### src/rtl/id_ex_stage_register_pkg.sv
// Shared widths, the zero-register index and the ID/EX pipe record.
package id_ex_stage_register_pkg;

    localparam int DATA_W     = 32;
    localparam int REG_ADDR_W = 5;
    localparam int CTRL_W     = 8;

    localparam logic [REG_ADDR_W-1:0] REG_ZERO = 5'd0;

    // Everything the execute stage sees from this register.
    typedef struct packed {
        logic                  valid;
        logic [REG_ADDR_W-1:0] rs;
        logic [REG_ADDR_W-1:0] rt;
        logic [REG_ADDR_W-1:0] rd;
        logic [DATA_W-1:0]     readData1;
        logic [DATA_W-1:0]     readData2;
        logic [DATA_W-1:0]     imm;
        logic [DATA_W-1:0]     pcPlus4;
        logic [CTRL_W-1:0]     ctrl;
        logic                  memRead;
        logic                  regWrite;
    } idExRec_t;

    // A squashed slot: no valid instruction, no side effects.
    localparam idExRec_t BUBBLE = '0;

    // True when the write-back port is writing register idx this cycle.
    // Register 0 is hardwired, so a write to it never forwards.
    function automatic logic wbHits(input logic                  regWrite,
                                    input logic [REG_ADDR_W-1:0] writeReg,
                                    input logic [REG_ADDR_W-1:0] idx);
        return regWrite && (writeReg != REG_ZERO) && (writeReg == idx);
    endfunction

endpackage

### src/rtl/id_ex_hazard_detect.sv
// Combinational hazard logic: load-use detection, decode stall and the
// write-back forwarding selects for both capture and hold paths.
module id_ex_hazard_detect
    import id_ex_stage_register_pkg::*;
(
    input  logic                  Reset,
    input  logic                  ExValid,
    input  logic                  ExMemRead,
    input  logic [REG_ADDR_W-1:0] ExRs,
    input  logic [REG_ADDR_W-1:0] ExRt,
    input  logic                  IdValid,
    input  logic [REG_ADDR_W-1:0] IdRs,
    input  logic [REG_ADDR_W-1:0] IdRt,
    input  logic                  WbRegWrite,
    input  logic [REG_ADDR_W-1:0] WbWriteRegister,
    input  logic                  Flush,
    input  logic                  ExHold,
    output logic                  LoadUse,
    output logic                  StallID,
    output logic                  BypassRs,
    output logic                  BypassRt,
    output logic                  RefreshRs,
    output logic                  RefreshRt
);

    // Hazard, stall and forwarding selects derived from current EX/ID/WB state.
    always_comb begin
        LoadUse   = ExValid && ExMemRead && (ExRt != REG_ZERO) && IdValid &&
                    ((ExRt == IdRs) || (ExRt == IdRt));
        // Stall is suppressed during reset and whenever the slot is flushed.
        StallID   = Reset && !Flush && (ExHold || LoadUse);
        BypassRs  = wbHits(WbRegWrite, WbWriteRegister, IdRs);
        BypassRt  = wbHits(WbRegWrite, WbWriteRegister, IdRt);
        RefreshRs = ExValid && wbHits(WbRegWrite, WbWriteRegister, ExRs);
        RefreshRt = ExValid && wbHits(WbRegWrite, WbWriteRegister, ExRt);
    end

endmodule

### src/rtl/id_ex_stage_register.sv
// ID/EX pipeline register with write-back bypass, load-use bubble insertion,
// branch flush, downstream hold and a saturating stall-cycle counter.
module id_ex_stage_register
    import id_ex_stage_register_pkg::*;
(
    input  logic                  Clk,
    input  logic                  Reset,
    input  logic                  ID_Valid,
    input  logic [REG_ADDR_W-1:0] ID_Rs,
    input  logic [REG_ADDR_W-1:0] ID_Rt,
    input  logic [REG_ADDR_W-1:0] ID_Rd,
    input  logic [DATA_W-1:0]     ID_ReadData1,
    input  logic [DATA_W-1:0]     ID_ReadData2,
    input  logic [DATA_W-1:0]     ID_Imm,
    input  logic [DATA_W-1:0]     ID_PCPlus4,
    input  logic [CTRL_W-1:0]     ID_Ctrl,
    input  logic                  ID_MemRead,
    input  logic                  ID_RegWrite,
    input  logic                  WB_RegWrite,
    input  logic [REG_ADDR_W-1:0] WB_WriteRegister,
    input  logic [DATA_W-1:0]     WB_WriteData,
    input  logic                  Flush,
    input  logic                  EX_Hold,
    output logic                  EX_Valid,
    output logic [REG_ADDR_W-1:0] EX_Rs,
    output logic [REG_ADDR_W-1:0] EX_Rt,
    output logic [REG_ADDR_W-1:0] EX_Rd,
    output logic [DATA_W-1:0]     EX_ReadData1,
    output logic [DATA_W-1:0]     EX_ReadData2,
    output logic [DATA_W-1:0]     EX_Imm,
    output logic [DATA_W-1:0]     EX_PCPlus4,
    output logic [CTRL_W-1:0]     EX_Ctrl,
    output logic                  EX_MemRead,
    output logic                  EX_RegWrite,
    output logic                  StallID,
    output logic [31:0]           StallCycles
);

    idExRec_t    pipe_p1;
    idExRec_t    capture_p0;
    logic [31:0] stallCnt_p1;
    logic        loadUse;
    logic        bypassRs;
    logic        bypassRt;
    logic        refreshRs;
    logic        refreshRt;

    function automatic logic [31:0] satInc(input logic [31:0] value);
        return (value == 32'hFFFF_FFFF) ? value : value + 32'd1;
    endfunction

    id_ex_hazard_detect uHazard (
        .Reset           (Reset),
        .ExValid         (pipe_p1.valid),
        .ExMemRead       (pipe_p1.memRead),
        .ExRs            (pipe_p1.rs),
        .ExRt            (pipe_p1.rt),
        .IdValid         (ID_Valid),
        .IdRs            (ID_Rs),
        .IdRt            (ID_Rt),
        .WbRegWrite      (WB_RegWrite),
        .WbWriteRegister (WB_WriteRegister),
        .Flush           (Flush),
        .ExHold          (EX_Hold),
        .LoadUse         (loadUse),
        .StallID         (StallID),
        .BypassRs        (bypassRs),
        .BypassRt        (bypassRt),
        .RefreshRs       (refreshRs),
        .RefreshRt       (refreshRt)
    );

    // Stage p0: assemble the record a normal capture would load, with bypass applied.
    always_comb begin
        capture_p0           = BUBBLE;
        capture_p0.valid     = ID_Valid;
        capture_p0.rs        = ID_Rs;
        capture_p0.rt        = ID_Rt;
        capture_p0.rd        = ID_Rd;
        capture_p0.readData1 = bypassRs ? WB_WriteData : ID_ReadData1;
        capture_p0.readData2 = bypassRt ? WB_WriteData : ID_ReadData2;
        capture_p0.imm       = ID_Imm;
        capture_p0.pcPlus4   = ID_PCPlus4;
        capture_p0.ctrl      = ID_Ctrl;
        // An empty decode slot must never look like a load or a writer downstream.
        capture_p0.memRead   = ID_MemRead && ID_Valid;
        capture_p0.regWrite  = ID_RegWrite && ID_Valid;
    end

    // Stage p1: the EX-side register; flush beats hold beats load-use bubble beats capture.
    always_ff @(posedge Clk or negedge Reset) begin
        if (!Reset) begin
            pipe_p1 <= BUBBLE;
        end else if (Flush) begin
            pipe_p1 <= BUBBLE;
        end else if (EX_Hold) begin
            // Held operands still track write-back so they are not stale on release.
            if (refreshRs) pipe_p1.readData1 <= WB_WriteData;
            if (refreshRt) pipe_p1.readData2 <= WB_WriteData;
        end else if (loadUse) begin
            pipe_p1 <= BUBBLE;
        end else begin
            pipe_p1 <= capture_p0;
        end
    end

    // Count every edge on which decode was held; stop at all-ones.
    always_ff @(posedge Clk or negedge Reset) begin
        if (!Reset) begin
            stallCnt_p1 <= 32'd0;
        end else if (StallID) begin
            stallCnt_p1 <= satInc(stallCnt_p1);
        end
    end

    assign EX_Valid     = pipe_p1.valid;
    assign EX_Rs        = pipe_p1.rs;
    assign EX_Rt        = pipe_p1.rt;
    assign EX_Rd        = pipe_p1.rd;
    assign EX_ReadData1 = pipe_p1.readData1;
    assign EX_ReadData2 = pipe_p1.readData2;
    assign EX_Imm       = pipe_p1.imm;
    assign EX_PCPlus4   = pipe_p1.pcPlus4;
    assign EX_Ctrl      = pipe_p1.ctrl;
    assign EX_MemRead   = pipe_p1.memRead;
    assign EX_RegWrite  = pipe_p1.regWrite;
    assign StallCycles  = stallCnt_p1;

endmodule
### config.mk
export PLATFORM = sky130hd
export DESIGN_NAME = id_ex_stage_register
export DESIGN_NICKNAME = d
export VERILOG_FILES = /design/src/rtl/id_ex_stage_register_pkg.sv /design/src/rtl/id_ex_hazard_detect.sv /design/src/rtl/id_ex_stage_register.sv
export SDC_FILE = /design/constraint.sdc
export NUM_CORES = 1
export LEC_CHECK = 0
export ABC_CLOCK_PERIOD_IN_PS = 3350
export BUFFER_PORTS_ARGS = -buffer_cell sky130_fd_sc_hd__buf_2
export CAP_MARGIN = 40
export CELL_PAD_IN_SITES_DETAIL_PLACEMENT = 1
export CELL_PAD_IN_SITES_GLOBAL_PLACEMENT = 1
export CORE_MARGIN = 2
export CORE_UTILIZATION = 37
export DETAILED_ROUTE_END_ITERATION = 12
export PLACE_DENSITY_LB_ADDON = 0.1
export SETUP_SLACK_MARGIN = 0.02
export SYNTH_ARGS = -nofsm -noshare
export SYNTH_HDL_FRONTEND = slang
export SYNTH_HIERARCHICAL = 1
export SYNTH_SLANG_ARGS = --single-unit
### constraint.sdc
create_clock -name Clk -period 3.35 [get_ports Clk]
set_input_delay 0.67 -clock Clk [delete_from_list [all_inputs] [get_ports Clk]]
set_output_delay 0.67 -clock Clk [all_outputs]
set_load 0.02 [all_outputs]
Word level (Yosys, flattened, before mapping) --
Index checks and enable logic that the tools add are counted.
Word-level totals: register bits after elaboration 186, latch bits 0, RAM bits 0, memory bits (read-only) 0, input bits 196, output and inout bits 187, memories 0
Operators by class: add/subtract/negate cells 1, $mul 0, div/mod/pow operators 0, order comparisons 0, eq/ne operators 10, shifts and indexed selects 0, multiplexer cells 9, bitwise gates (word level) 1, reduce and logical (&&, ||, !) cells 21
Operators with widths (count):
- 154-bit two-way mux | 2
- 32-bit two-way mux | 4
- 74-bit two-way mux | 1
- 64-bit two-way mux | 1
- 32-bit by 1-bit adder with 32-bit output (second input constant) | 1
- 32-bit equality test (second input constant) | 1
- 5-bit equality test | 6
- 16-bit two-way mux | 1
- 1-bit logical AND | 15
- 5-bit nonzero test | 2
- 3-bit by 2-bit inequality test with 1-bit output (second input constant) | 2
- 1-bit logical OR | 2
- 2-bit inequality test (second input constant) | 1
- 2-bit AND reduction | 1
- 1-bit logical NOT | 1
- 1-bit inverter | 1

Logic depth before layout (Yosys ltp) --
Gate-level depths: netlist of the first run.
word-level depth 7, gate-level depth with buffers 9

Hierarchy --
The synthesis of the first run kept the hierarchy.
Modules (own cells, without submodules):
- id_ex_stage_register | instances 1, cells each 705, area an instance 8647.0 µm², sequential area each 4654.5 µm²
- id_ex_hazard_detect | instances 1, cells each 57, area an instance 436.7 µm², sequential area each 0.0 µm²

Worst setup path before layout of the first run --
No wires, ideal clock.
path type input to register, from input ID_Rt[2], to register stallCnt_p1[25], in the netlist StallCycles[25], data arrival time 3272 ps, required time 3270 ps, slack -2 ps, cell stages on the path 8, cells stage by stage xor2_1 nor3_1 a22oi_1 o41ai_1 and4_1 nand2_1 nor4_1 xor2_1
Between the ends: cells in the longest elaborated chain, start to end 6
Ends and longest elaborated chain:
- start, declared | line id_ex_stage_register.sv:10 | input logic [REG_ADDR_W-1:0] ID_Rt,
- 5-bit equality test | line id_ex_hazard_detect.sv:29 | ((ExRt == IdRs) || (ExRt == IdRt));
- 1-bit logical OR | line id_ex_hazard_detect.sv:29
- 1-bit logical AND | line id_ex_hazard_detect.sv:28 | LoadUse = ExValid && ExMemRead && (ExRt != REG_ZERO) && IdValid &&
- 1-bit logical OR | line id_ex_hazard_detect.sv:31 | StallID = Reset && !Flush && (ExHold || LoadUse);
- 1-bit logical AND | line id_ex_hazard_detect.sv:31
- named net StallID | line id_ex_stage_register.sv:35 | output logic StallID,
- 2-bit AND reduction (no source line)
- end signal, assigned | line id_ex_stage_register.sv:112 | stallCnt_p1 <= satInc(stallCnt_p1);
- end, declared | line id_ex_stage_register.sv:41 | logic [31:0] stallCnt_p1;
The timed path passes the listed nets, and every way through them passes these cells. A chain may end at the register's enable or synchronous reset.

Worst setup path in the final report of the first run --
from register pipe_p1, in the netlist EX_Rt[0], to output StallID
Between the ends: cells in the longest elaborated chain, start to end 6, elaborated cells between the ends (all ways) 9, those cells by class 2 x eq/ne; 7 x reduce/logical
Ends and longest elaborated chain:
- start, declared | line id_ex_stage_register.sv:39 | idExRec_t pipe_p1;
- start signal, assigned | line id_ex_stage_register.sv:103 | pipe_p1 <= capture_p0;
- 5-bit nonzero test | line id_ex_hazard_detect.sv:28
- 1-bit logical AND (2 in series) | line id_ex_hazard_detect.sv:28
- 1-bit logical AND * | line id_ex_hazard_detect.sv:28
- 1-bit logical OR * | line id_ex_hazard_detect.sv:31
- 1-bit logical AND * | line id_ex_hazard_detect.sv:31
- end, declared | line id_ex_stage_register.sv:35
Every way passes the cells marked *; elsewhere a longest branch is shown, timed or not.

==> results.sh, run 1 <==
export IMPL_root_buffer="clkbuf_16"
export IMPL_synth_edff_count=0
export IMPL_drtIter0Drc=366
export IMPL_clk_pin_slew_worst_paths_ns=0.09
export IMPL_power_frac_comb_pct=17.1
export IMPL_drt_vias_per_instance=5.18
export IMPL_syn_num_nets=959
export IMPL_avgSynthCellArea_um2=11.9
export IMPL_ys_seq_elements=186
export IMPL_p_leak_nw=6.23
export IMPL_ant_nets=0
export IMPL_cts_buffer_depth=2
export IMPL_ir_drop_uv=221
export IMPL_worstRegToRegCells=8
export IMPL_switchingPower_mw=1.67
export IMPL_worstPathArrival_ns=2.27
export IMPL_grt_remaining_overflow=0
export IMPL_ff2ff_setup_slack_ns=0.57
export IMPL_grt_max_degree=91
export IMPL_die_h_um=161
export IMPL_grtUsageMet2_pct=39.4
export IMPL_rows=57
export IMPL_status="finished clean"
export IMPL_synthArstFlopShare_pct=100
export IMPL_path_class="reg2out"
export IMPL_nFillCells=2722
export IMPL_r2r_start="EX_Rt[4]"
export IMPL_first_pass_iters=6
export IMPL_place_ws_ns=0.408
export IMPL_critical_path_max_fanout=7
export IMPL_hold_class="in2async"
export IMPL_floorplan_initialDensity_pct=37.6
export IMPL_reg2reg_to="EX_ReadData1[7]"
export IMPL_tightest_slew_ns=0.787
export IMPL_routed_wl_um=30300
export IMPL_place_area_mm2=0.0114
export IMPL_grt_usage_pct=23.4
export IMPL_cts_made_buffers=17
export IMPL_fin_util_pct=49.8
export IMPL_final_cell_mix="buf_2 (381), dfrtp_1 (186), mux2_2 (130)"
export IMPL_cap_viol_max_count=0
export IMPL_design_area_mm2=0.0120
export IMPL_powerDensity_mw_per_mm2=452
export IMPL_final_nets=1316
export IMPL_fp_dieW_um=161
export IMPL_port_buffers=382
export IMPL_worst_slack_ns=0.409
export IMPL_hold_buffers=0
export IMPL_swShare_pct=30.8
export IMPL_internal_power_mw=3.77
export IMPL_synth_flop_cell="dfrtp_1"
export IMPL_max_freq_mhz=340
export IMPL_die_area_mm2=0.0258
export IMPL_maxSlewHeadroom_pct=47.5
export IMPL_route_vias_total=7582
export IMPL_drv_slew=0
export IMPL_cts_sinks=186
export IMPL_cts_tree="built"
export IMPL_rsz0062_at_grt="no"
export IMPL_antenna_found_initial=13
export IMPL_dpl_hpwl_um=21700
export IMPL_gp_congestion=0.793
export IMPL_grt_pass1_wl_um=46900
export IMPL_grt_pass1_vias=8105
export IMPL_seqPwrFrac_pct=45.4
export IMPL_setup_viol=0
export IMPL_finalHoldViolations=0
export IMPL_gr_usage_met3_pct=5.76
export IMPL_period_share_pct=87.8
export IMPL_end_kind="output port"
export IMPL_cp_required_ns=2.68
export IMPL_layout_drive_gt1_share_pct=51.4
export IMPL_cts_resized=0
export IMPL_core_area_mm2=0.0242
export IMPL_insertion_delay_ns=0.44
export IMPL_synth_area_mm2=0.00908
export IMPL_syn_inst=762
export IMPL_p_clk_share_pct=37.6
export IMPL_remaining_drc_errors=0
export IMPL_ios=383
export IMPL_critical_path_startpoint_type="register"
export IMPL_use_met1_pct=29.6
export IMPL_top_usage_layer="met2"
export IMPL_tns_ns=0
export IMPL_wl_per_cell_um=20.7
export IMPL_layout_commonest_cell="buf_2"
export IMPL_finalClockSkew_ns=0.0166
export IMPL_area_growth_pct=32.6
export IMPL_cts_max_level=4
export IMPL_ys_warn_count=6
export IMPL_synth_cell_types=40
export IMPL_period_minus_slack_ns=2.94
export IMPL_ys_seq_area_share_pct=51.2
export IMPL_cts_setup_buffers=0
## registers in the layout (all words and copies together) (netlist names)
name and count:
EX_Ctrl 8, EX_Imm 32, EX_MemRead 1, EX_PCPlus4 32
EX_Rd 5, EX_ReadData1 32, EX_ReadData2 32, EX_RegWrite 1
EX_Rs 5, EX_Rt 5, EX_Valid 1, StallCycles 32
## metrics by stage
stage | hold slack, ns | power [mW] | cells
6_report | 0.0688 | 5.44 | 1465
5_1_grt | 0.0576 | 5.69 | 1463
4_1_cts | 0.0567 | 5.51 | 1456
3_5_place_dp | 0.476 | 3.45 | 1424
3_3_place_gp | 0.471 | 3.43 | 1422
2_1_floorplan | 0.374 | 3.00 | 762
## worst max path at each step
stage	endpoint	start	slack, ns
after floorplan	StallCycles[25]	ID_Rt[2]	0.48
after global routing	StallID	EX_Rt[0]	0.24
final	StallID	EX_Rt[0]	0.41
after detailed placement	StallCycles[25]	ID_Rs[0]	0.41
after CTS	StallID	EX_Rt[2]	0.37
after global placement	EX_ReadData1[10]	ID_Rt[2]	0.21
## logic make-up (layout without fill, tap and decap cells)
family / Yosys count / after routing / share of synthesized area, %
AOI/OAI and AO/OA: 163 / 163 / 15.1
xor gates and xnor gates: 60 / 60 / 5.79
adders and majority gates: 1 / 1 / 0.138
buffers and inverters: 65 / 435 / 2.84
DFF: 186 / 186 / 51.2
muxes: 130 / 130 / 16.1
other: 0 / 9 / 0
and+or+nand+nor: 157 / 157 / 8.76
## synthesized netlist by cell type, types with 2 or more instances
master / instances / share of area [%]
a22o_1: 88 / 8.5
a22oi_1: 65 / 5.4
a32o_1: 2 / 0.22
and3_1: 7 / 0.48
and4_1: 3 / 0.29
buf_1: 11 / 0.45
buf_2: 5 / 0.28
clkbuf_1: 45 / 1.9
dfrtp_1: 186 / 51
inv_1: 3 / 0.12
mux2_2: 130 / 16
nand2_1: 12 / 0.50
nand2b_1: 2 / 0.14
nand3_1: 18 / 0.99
nand4_1: 10 / 0.69
nor2_1: 79 / 3.3
nor3_1: 8 / 0.44
nor4_1: 6 / 0.41
nor4_4: 2 / 0.47
or4_1: 2 / 0.17
xnor2_1: 29 / 2.8
xor2_1: 31 / 3.0
## layout make-up
type / instances / area (um2) / share of cell area [%]
sequential: 186 / 4650 / 38.7
inverter: 3 / 11.3 / 0.0935
clock inverter: 15 / 173 / 1.43
multi-input combinational: 511 / 4220 / 35.1
clock buffer: 17 / 425 / 3.53
tap: 324 / 405 / 3.37
timing repair buffer: 400 / 2130 / 17.7
antenna: 9 / 22.5 / 0.187
## power by group through the flow
stage	registers (mW)	clock network, mW	logic (mW)
floorplan	2.66	0	0.339
global placement	2.51	0	0.923
detailed placement	2.51	0	0.941
CTS	2.47	2.10	0.943
global route	2.49	2.19	1.01
finish	2.47	2.04	0.929
## critical path, stage by stage, from the launching register on
cell and delay (ns):
dfrtp_1 0.39, buf_4 0.17, xor2_1 0.18, nor3_1 0.19
a22oi_1 0.17, o41ai_2 0.34, buf_4 0.23, buf_2 0.18
## routing by layer
layer  vias to the layer above  part of all wire, %
met3                        36                  5.6
met4                         8                  1.6
met5                         -                 0.18
met2                       221                   50
met1                      3770                   42
li1                       3547                    -
Power figures use the tool's default switching activity.
==> run 2: changes to the inputs <==
Settings changed: ABC_CLOCK_PERIOD_IN_PS 3350 to 3400, CORE_UTILIZATION 37 to 40.
Clock period 3.35 ns to 3.4 ns, I/O delays scaled along.
==> run 2 against run 1 <==
Effect of this change:
- global-route usage increased by 2.2 points
- register-to-register slack improved by 0.10 ns
- largest cell class unchanged
- total power decreased by 0.86%
- worst setup slack got worse by 0.010 ns
- first-iteration DRC count decreased by 0.27%
- clock power about the same
- routed wire length increased by 0.38%
==> results.sh, run 2 (synthesis results as in run 1) <==
export IMPL_status="finished clean"
export IMPL_final_nets=1310
export IMPL_finalHoldViolations=0
export IMPL_cp_buffers_inverters=2
export IMPL_grt_pass1_vias=8200
export IMPL_core_area_mm2=0.0224
export IMPL_area_growth_pct=31.7
export IMPL_tns_ns=0
export IMPL_root_buffer="clkbuf_16"
export IMPL_critical_path_max_fanout=7
export IMPL_fp_dieW_um=155
export IMPL_antenna_found_initial=8
export IMPL_powerDensity_mw_per_mm2=451
export IMPL_die_h_um=155
export IMPL_ir_drop_uv=289
export IMPL_rows=55
export IMPL_dpl_hpwl_um=21300
export IMPL_drt_vias_per_instance=5.46
export IMPL_setup_viol=0
export IMPL_cts_sinks=186
export IMPL_cts_resized=0
export IMPL_period_share_pct=88.3
export IMPL_max_freq_mhz=333
export IMPL_cts_tree="built"
export IMPL_maxSlewHeadroom_pct=28.1
export IMPL_wl_per_cell_um=21.5
export IMPL_path_cells="xor2_1 -> nor3_1 -> a22oi_1 -> o41ai_2 -> buf_4 -> buf_2"
export IMPL_grtUsageMet2_pct=43.3
export IMPL_slowest_stage="dfrtp_1"
export IMPL_cts_setup_buffers=0
export IMPL_clk_pin_slew_worst_paths_ns=0.07
export IMPL_first_pass_iters=6
export IMPL_hold_buffers=0
export IMPL_cp_required_ns=2.72
export IMPL_routed_wl_um=30400
export IMPL_route_vias_total=7742
export IMPL_layout_commonest_cell="buf_2"
export IMPL_gr_usage_met3_pct=6.67
export IMPL_grt_pass1_wl_um=47400
export IMPL_end_kind="output port"
export IMPL_remaining_drc_errors=0
export IMPL_hold_class="in2async"
export IMPL_nFillCells=2515
export IMPL_grt_usage_pct=25.7
export IMPL_worstPathArrival_ns=2.32
export IMPL_ant_nets=0
export IMPL_drv_slew=0
export IMPL_cts_buffer_depth=2
export IMPL_finalClockSkew_ns=0.0179
export IMPL_cap_viol_max_count=0
export IMPL_rsz0062_at_grt="no"
export IMPL_layout_drive_gt1_share_pct=51.2
export IMPL_grt_max_degree=185
export IMPL_final_cell_mix="buf_2 (381), dfrtp_1 (186), mux2_2 (130)"
export IMPL_crit_family="compound AO/OA/AOI/OAI gates"
export IMPL_critical_path_startpoint_type="register"
export IMPL_ios=383
export IMPL_path_class="reg2out"
export IMPL_use_met1_pct=32.1
export IMPL_cts_made_buffers=17
export IMPL_max_stage_delay_ns=0.50
export IMPL_die_area_mm2=0.0239
export IMPL_gp_congestion=0.818
export IMPL_p_leak_nw=6.20
export IMPL_drtIter0Drc=365
export IMPL_cts_max_level=4
export IMPL_top_usage_layer="met2"
export IMPL_insertion_delay_ns=0.45
export IMPL_floorplan_initialDensity_pct=40.5
export IMPL_period_minus_slack_ns=3.00
export IMPL_grt_remaining_overflow=0
export IMPL_port_buffers=382
export IMPL_tightest_slew_ns=1.08
export IMPL_hold_ws_ns=0.0464
## run 2: changes by cell type in the layout (fill, tap and decap cells not counted)
cell / delta
buf_16: -1
clkinv_2: -1
diode_2: -1
inv_12: +1
clkinvlp_4: +2
clkinv_8: +1
buf_4: -7
buf_12: +2
clkinv_4: -3
## run 2: final timing paths
path	start	endpoint	slack, ns	cells after the start
setup / recovery	EX_Rt[0]	StallID	0.40	6
hold / removal	Reset	EX_ReadData2[26]	0.05	1
setup reg to reg	EX_Rt[4]	EX_ReadData1[22]	0.67	7
hold reg to reg	StallCycles[7]	StallCycles[7]	0.49	1
max in group asynchronous	Reset	EX_ReadData2[0]	2.12	2
min in group Clk	ID_PCPlus4[19]	EX_PCPlus4[19]	0.44	2
## run 2: final cells by class
class | count | area, um2 | area share (%)
Sequential cell | 186 | 4650 | 38.9
Timing Repair Buffer | 394 | 2090 | 17.4
Antenna cell | 8 | 20.0 | 0.167
Clock buffer | 17 | 425 | 3.55
Clock inverter | 15 | 189 | 1.58
Inverter | 3 | 11.3 | 0.0941
Multi-Input combinational cell | 511 | 4220 | 35.3
Tap cell | 285 | 357 | 2.98
## run 2: metrics by stage
step	util [%]	setup slack (ns)	area (um2)	power [mW]	instances
CTS	53.3	0.396	11900	5.46	1411
detailed placement	50.5	0.470	11300	3.40	1379
finish	53.3	0.398	12000	5.40	1419
floorplan	-	0.0383	9080	2.96	762
global route	53.3	0.291	12000	5.64	1415
global placement	50.5	0.550	11300	3.38	1379
## run 2: power breakdown
group          total, mW  switching [mW]  internal, mW
clock               2.05            1.04          1.01
sequential          2.44           0.102          2.34
combinational      0.912           0.536         0.376
total               5.40            1.68          3.72
## run 2: routing by layer
| layer | vias to the layer above | wire length (um) |
|---|---|---|
| li1 | 3531 | - |
| met1 | 3903 | 12600 |
| met2 | 250 | 15200 |
| met3 | 56 | 1840 |
| met4 | 2 | 782 |
| met5 | - | 13 |
